**src/rtl/mul_share_ctrl_if.sv**
```systemverilog
// rtl/mul_share_ctrl_if.sv - requester and datapath signal bundle for the shared multiplier sequencer
interface mul_share_ctrl_if #(
    parameter int NREQ = 4,
    parameter int W    = 16
);
    localparam int IDW = $clog2(NREQ);

    logic [NREQ-1:0]   req;
    logic [NREQ*W-1:0] op_a;
    logic [NREQ*W-1:0] op_b;
    logic [NREQ-1:0]   ack;
    logic [W-1:0]      result;
    logic              result_valid;
    logic [IDW-1:0]    result_id;
    logic              busy;
    logic [W-1:0]      dp_bus;
    logic              dp_lda;
    logic              dp_ldb;
    logic              dp_ldp;
    logic              dp_clrp;
    logic              dp_decb;
    logic              dp_eqz;
    logic [W-1:0]      dp_prod;

    modport slave (
        input  req, op_a, op_b, dp_eqz, dp_prod,
        output ack, result, result_valid, result_id, busy,
               dp_bus, dp_lda, dp_ldb, dp_ldp, dp_clrp, dp_decb
    );

    modport master (
        output req, op_a, op_b, dp_eqz, dp_prod,
        input  ack, result, result_valid, result_id, busy,
               dp_bus, dp_lda, dp_ldb, dp_ldp, dp_clrp, dp_decb
    );
endinterface

```
**src/rtl/mul_share_ctrl.sv**
```systemverilog
// rtl/mul_share_ctrl.sv - round-robin sequencer sharing one repeated-addition multiplier datapath
module mul_share_ctrl #(
    parameter int NREQ = 4,
    parameter int W    = 16
) (
    input  logic             clock,
    input  logic             reset,
    mul_share_ctrl_if.slave  bus
);
    localparam int IDW = $clog2(NREQ);

    typedef enum logic [2:0] {IDLE, LOADA, LOADB, ACC, DONE} state_t;

    state_t          state;
    state_t          state_nxt;
    logic [IDW-1:0]  rr_ptr;
    logic [IDW-1:0]  gnt_id;
    logic [IDW-1:0]  gnt_sel;
    logic            gnt_any;
    logic [W-1:0]    sel_a;
    logic [W-1:0]    sel_b;
    logic [W-1:0]    hi;
    logic [W-1:0]    lo;
    logic [W-1:0]    res_q;
    logic [IDW-1:0]  res_id_q;
    int              idx;

    logic [NREQ-1:0] ack;
    logic            result_valid;
    logic            busy;
    logic [W-1:0]    dp_bus;
    logic            dp_lda;
    logic            dp_ldb;
    logic            dp_ldp;
    logic            dp_clrp;
    logic            dp_decb;

    // Scan downward so the lowest offset from rr_ptr is the final winner.
    always_comb begin
        gnt_any = 1'b0;
        gnt_sel = '0;
        idx     = 0;
        for (int i = NREQ - 1; i >= 0; i--) begin
            idx = int'(rr_ptr) + i;
            if (idx >= NREQ) idx = idx - NREQ;
            if (bus.req[idx[IDW-1:0]]) begin
                gnt_any = 1'b1;
                gnt_sel = idx[IDW-1:0];
            end
        end
    end

    always_comb begin
        sel_a = '0;
        sel_b = '0;
        for (int i = 0; i < NREQ; i++) begin
            if (gnt_sel == IDW'(i)) begin
                sel_a = bus.op_a[i*W +: W];
                sel_b = bus.op_b[i*W +: W];
            end
        end
    end

    always_ff @(posedge clock) begin
        if (reset) begin
            state    <= IDLE;
            rr_ptr   <= '0;
            gnt_id   <= '0;
            hi       <= '0;
            lo       <= '0;
            res_q    <= '0;
            res_id_q <= '0;
        end else begin
            state <= state_nxt;
            case (state)
                IDLE: begin
                    if (gnt_any) begin
                        gnt_id <= gnt_sel;
                        // Larger operand goes to A so the loop runs min(a,b) times.
                        hi     <= (sel_a >= sel_b) ? sel_a : sel_b;
                        lo     <= (sel_a >= sel_b) ? sel_b : sel_a;
                        rr_ptr <= (gnt_sel == IDW'(NREQ - 1)) ? '0 : gnt_sel + 1'b1;
                    end
                end
                ACC: begin
                    if (bus.dp_eqz) begin
                        res_q    <= bus.dp_prod;
                        res_id_q <= gnt_id;
                    end
                end
                default: ;
            endcase
        end
    end

    always_comb begin
        state_nxt    = state;
        ack          = '0;
        result_valid = 1'b0;
        busy         = 1'b1;
        dp_bus       = '0;
        dp_lda       = 1'b0;
        dp_ldb       = 1'b0;
        dp_ldp       = 1'b0;
        dp_clrp      = 1'b0;
        dp_decb      = 1'b0;
        case (state)
            IDLE: begin
                busy = 1'b0;
                if (gnt_any) state_nxt = LOADA;
            end
            LOADA: begin
                dp_bus    = hi;
                dp_lda    = 1'b1;
                state_nxt = LOADB;
            end
            LOADB: begin
                dp_bus    = lo;
                dp_ldb    = 1'b1;
                dp_clrp   = 1'b1;
                state_nxt = ACC;
            end
            ACC: begin
                if (!bus.dp_eqz) begin
                    dp_ldp  = 1'b1;
                    dp_decb = 1'b1;
                end else begin
                    state_nxt = DONE;
                end
            end
            DONE: begin
                ack[gnt_id]  = 1'b1;
                result_valid = 1'b1;
                state_nxt    = IDLE;
            end
            default: state_nxt = IDLE;
        endcase
    end

    assign bus.ack          = ack;
    assign bus.result       = res_q;
    assign bus.result_valid = result_valid;
    assign bus.result_id    = res_id_q;
    assign bus.busy         = busy;
    assign bus.dp_bus       = dp_bus;
    assign bus.dp_lda       = dp_lda;
    assign bus.dp_ldb       = dp_ldb;
    assign bus.dp_ldp       = dp_ldp;
    assign bus.dp_clrp      = dp_clrp;
    assign bus.dp_decb      = dp_decb;
endmodule

```
**src/flat_wrapper.sv**
```systemverilog
// flat-port wrapper written by rule: the top's interface ports become plain ports
module mul_share_ctrl_flat 
#(
    parameter int NREQ = 4,
    parameter int W    = 16
)
  (clock, reset, bus_req, bus_op_a, bus_op_b, bus_dp_eqz, bus_dp_prod, bus_ack, bus_result, bus_result_valid, bus_result_id, bus_busy, bus_dp_bus, bus_dp_lda, bus_dp_ldb, bus_dp_ldp, bus_dp_clrp, bus_dp_decb);
  mul_share_ctrl_if #(.NREQ(NREQ), .W(W)) bus_i ();
  input  logic clock;
  input  logic reset;
  input wire logic [$bits(bus_i.req)-1:0] bus_req;
  input wire logic [$bits(bus_i.op_a)-1:0] bus_op_a;
  input wire logic [$bits(bus_i.op_b)-1:0] bus_op_b;
  input wire logic [$bits(bus_i.dp_eqz)-1:0] bus_dp_eqz;
  input wire logic [$bits(bus_i.dp_prod)-1:0] bus_dp_prod;
  output wire logic [$bits(bus_i.ack)-1:0] bus_ack;
  output wire logic [$bits(bus_i.result)-1:0] bus_result;
  output wire logic [$bits(bus_i.result_valid)-1:0] bus_result_valid;
  output wire logic [$bits(bus_i.result_id)-1:0] bus_result_id;
  output wire logic [$bits(bus_i.busy)-1:0] bus_busy;
  output wire logic [$bits(bus_i.dp_bus)-1:0] bus_dp_bus;
  output wire logic [$bits(bus_i.dp_lda)-1:0] bus_dp_lda;
  output wire logic [$bits(bus_i.dp_ldb)-1:0] bus_dp_ldb;
  output wire logic [$bits(bus_i.dp_ldp)-1:0] bus_dp_ldp;
  output wire logic [$bits(bus_i.dp_clrp)-1:0] bus_dp_clrp;
  output wire logic [$bits(bus_i.dp_decb)-1:0] bus_dp_decb;
  assign bus_i.req = bus_req;
  assign bus_i.op_a = bus_op_a;
  assign bus_i.op_b = bus_op_b;
  assign bus_i.dp_eqz = bus_dp_eqz;
  assign bus_i.dp_prod = bus_dp_prod;
  assign bus_ack = bus_i.ack;
  assign bus_result = bus_i.result;
  assign bus_result_valid = bus_i.result_valid;
  assign bus_result_id = bus_i.result_id;
  assign bus_busy = bus_i.busy;
  assign bus_dp_bus = bus_i.dp_bus;
  assign bus_dp_lda = bus_i.dp_lda;
  assign bus_dp_ldb = bus_i.dp_ldb;
  assign bus_dp_ldp = bus_i.dp_ldp;
  assign bus_dp_clrp = bus_i.dp_clrp;
  assign bus_dp_decb = bus_i.dp_decb;
  mul_share_ctrl #(.NREQ(NREQ), .W(W)) u_core (.clock(clock), .reset(reset), .bus(bus_i));
endmodule
```
**config.mk**
```make
export PLATFORM = sky130hd
export DESIGN_NAME = mul_share_ctrl_flat
export DESIGN_NICKNAME = d
export VERILOG_FILES = /design/src/rtl/mul_share_ctrl_if.sv /design/src/rtl/mul_share_ctrl.sv /design/src/flat_wrapper.sv
export SDC_FILE = /design/constraint.sdc
export NUM_CORES = 1
export LEC_CHECK = 0
export ABC_AREA = 1
export CORE_MARGIN = 3
export CORE_UTILIZATION = 40
export CTS_CLUSTER_DIAMETER = 200
export DETAILED_ROUTE_END_ITERATION = 10
export GPL_ROUTABILITY_DRIVEN = 0
export PLACE_DENSITY_LB_ADDON = 0.15
export SYNTH_ARGS = -nofsm -noshare
export SYNTH_HDL_FRONTEND = slang
export SYNTH_SLANG_ARGS = --single-unit
export TNS_END_PERCENT = 1
```
**constraint.sdc**
```tcl
create_clock -name clock -period 9 [get_ports clock]
set_clock_uncertainty 0.1 [all_clocks]
set_input_delay 1.8 -clock clock [delete_from_list [all_inputs] [get_ports clock]]
set_output_delay 1.8 -clock clock [all_outputs]
set_load 0.03 [all_outputs]
```
==> results.md <==
* CTS root buffer: clkbuf_16
* GRT Residual Overflow at 0
* # IOs at 196
* # resized after CTS at 0
* Critical Path AT at 6.96 ns
* Ant diodes at 0
* Worst-path clk slew at 0.05 ns
* # setup viols final at 0
* Post-synthesis register bit count at 57
* First-pass GRT wire length at between 20000 and 30000 um
* Length of the first detailed-routing pass in iterations at 5
* Proportion of layout cells with a drive suffix above 1 at 4.04%
* Vias in the first global route at 5318
* Crit path kind: input pin to register
* Number of buffers created by CTS at 9
* Detail Route Antenna Nets at 0
* Period utilisation layout at between 70% and 80%
* Worst slew pin tran at 0.943 ns
* Syn Area/Cell at ~5.9 sq um
* Post-synthesis net count at 974
* CTS max path bufs at 2
* DRT Wirelength at ~16000 um
* Slack of the worst reg-to-reg path at 3.42 ns
* Die Wd at 115 um
* Top cell type by total area after synthesis: dfxtp_1
* IO buf count at between 150 and 200
* Top cell type's share of synthesized area at 24.1%
* Setup bufs post-CTS at 0
* Via density at 4.98
* Fill count at 1109
* Crit path max fanout at 32
* Worst Hold Class: register to register
* Met2 Routed Length at 8070 um
* GRT Total Usage at 24.6%
* FF+latch area at 1140 sq um
* Largest cells by area after synthesis: dfxtp_1 24%, nand2_1 19%, a21oi_1 10%
* Status: completed
* Die area at 13200 sq um
* Post-synth design cell area at 4730 sq um
* Core outline area at roughly 11000 sq um
* FF-to-FF Start: u_core.rr_ptr[0]
* Area Overhead vs Synth at 45.5%
* Largest net degree at the start of global routing at 50
* RSZ-0062 raised after global routing: no
* Startpoint types: input pin
* Uppermost layer routed: met4
* CTS tree: done
* Met3 wire length at 728 um
* CP endpoint: u_core.lo[3]
* Syn Inst Count at 803
* Reg2Reg Depth at 25
* WL per Instance at 14.6 um
* Seq/Total Area, Yosys at 24.1%
* Maxcap violations at 0
* Commonest cells post-synth: 239 x nand2_1, 98 x inv_1, 96 x a21oi_1, 73 x nand3_1, 69 x nor2_1
* DP HPWL at 12300 um
* Nets at 1134
* First DRT Iteration DRCs at 280
* Multi-input gate area at between 2000 and 3000 sq um
* Minimum clock period at roughly 7 ns
* H-tree levels at 3
* Initial antenna violation count at 0
* Count leader, synth: nand2_1
* Clk_lat worst skew at 0.32 ns
* Worst R2R End: u_core.lo[3]
* Ys Warns at 0
* CTS Hold Bufs at 0
* CTS sink cnt at 57
* Setup TNS at 0 ns
* Setup crit end kind: register
* DR DRC count at 0
* Crit path launch: bus_req[1]
* Final Hold Fails at 0
* Cell area after layout at approximately 6900 sq um
* Max Clk Rate at 0.146 GHz
* Met1 wire length at 7020 um
* Critical path required time at 9.12 ns
* Vias at 5525
* Max-slew violation count at 0
* Async S/R FF share, synth at 0%
* Die Y at 115 um
* Slew headroom at 37.1%
* Cell variety after synth at 34
* Floorplan row count at 39
* Dpl cell area at around 6600 sq um
* Initial Util at 41.3%
* Top FF cell, synth: dfxtp_1
* EDFF count, synth at 0
==> through the flow <==
stage	worst slack (ns)	hold WS (ns)	instances	util, %
5_1_grt	1.60	0.370	1109	60.0
2_1_floorplan	4.04	0.389	803	-
3_3_place_gp	2.03	0.349	1095	57.7
4_1_cts	2.28	0.359	1109	60.0
6_report	2.16	0.358	1109	60.0
3_5_place_dp	1.93	0.351	1095	57.7
==> kinds of logic (layout without fill, tap and decap cells) <==
| group | Yosys count | after routing | synth area share (%) |
|---|---|---|---|
| buffers and inverters | 158 | 321 | 14.9 |
| flip-flops | 57 | 57 | 24.1 |
| AND/OR/NAND/NOR | 400 | 400 | 35.0 |
| adder cells (fa/ha/maj) | 20 | 20 | 5.29 |
| AO/OA/AOI/OAI | 167 | 167 | 20.5 |
| XOR/XNOR | 1 | 1 | 0.185 |
==> worst min-delay path by stage <==
stage	end	cells past startpoint	slack [ns]	start
after global placement	u_core.bus.result[6]	2	0.35	u_core.bus.result[6]
after floorplan	u_core.bus.result_id[1]	2	0.39	u_core.gnt_id[1]
after global routing	u_core.bus.result[9]	2	0.37	u_core.bus.result[9]
after detailed placement	u_core.bus.result[13]	2	0.35	u_core.bus.result[13]
final	u_core.bus.result[13]	2	0.36	u_core.bus.result[13]
after CTS	u_core.bus.result[13]	2	0.36	u_core.bus.result[13]
==> layout make-up <==
class | count | area share (%)
sequential | 57 | 16.6
inverter | 104 | 5.67
timing repair buffer | 203 | 29.2
clock inverter | 3 | 0.254
clock buffer | 11 | 3.67
tap | 143 | 2.60
multi-input combinational | 588 | 42.0
==> layout by cell type (no fill, tap or decap), drive strengths merged, types with 14 or more instances in the layout <==
cell type        n
a21boi          14
o22ai           16
ha              20
o211ai          19
clkdlybuf4s50  195
nand2          243
inv            101
a21oi           98
nor2            72
nand3           73
dfxtp           57
==> routing by layer <==
metal / global-route usage (%) / vias up
li1: - / 2893
met1: 30.5 / 2459
met2: 43.8 / 145
met3: 4.58 / 28
met4: 6.65 / 0
met5: 0 / -
==> state kept, by name (all words and copies together), names as in the netlist <==
| name | count |
|---|---|
| u_core.bus.result | 16 |
| u_core.bus.result_id | 2 |
| u_core.gnt_id | 2 |
| u_core.hi | 16 |
| u_core.lo | 16 |
| u_core.rr_ptr | 2 |
| u_core.state | 3 |
==> critical path, stage by stage <==
cell,delay (ns)
clkdlybuf4s50_1,0.42
inv_1,0.07
o21ai_1,0.08
nand2_1,0.15
nand2_2,0.08
nor2_4,0.14
o21ai_0,0.11
nand2_1,0.06
nand2_1,0.10
inv_1,0.10
ha_1,0.65
inv_2,0.40
nand2_1,0.16
o211ai_1,0.10
a21oi_1,0.31
inv_1,0.08
ha_1,0.31
a21oi_1,0.17
o21ai_0,0.12
nor2_2,0.55
nand2_1,0.56
nand2_1,0.17
nand3_1,0.08
nand2_1,0.10
inv_1,0.04
Power is left out: the tool's default activity adds up to more than one toggle a clock period on the data nets, which glitch-free logic cannot reach.
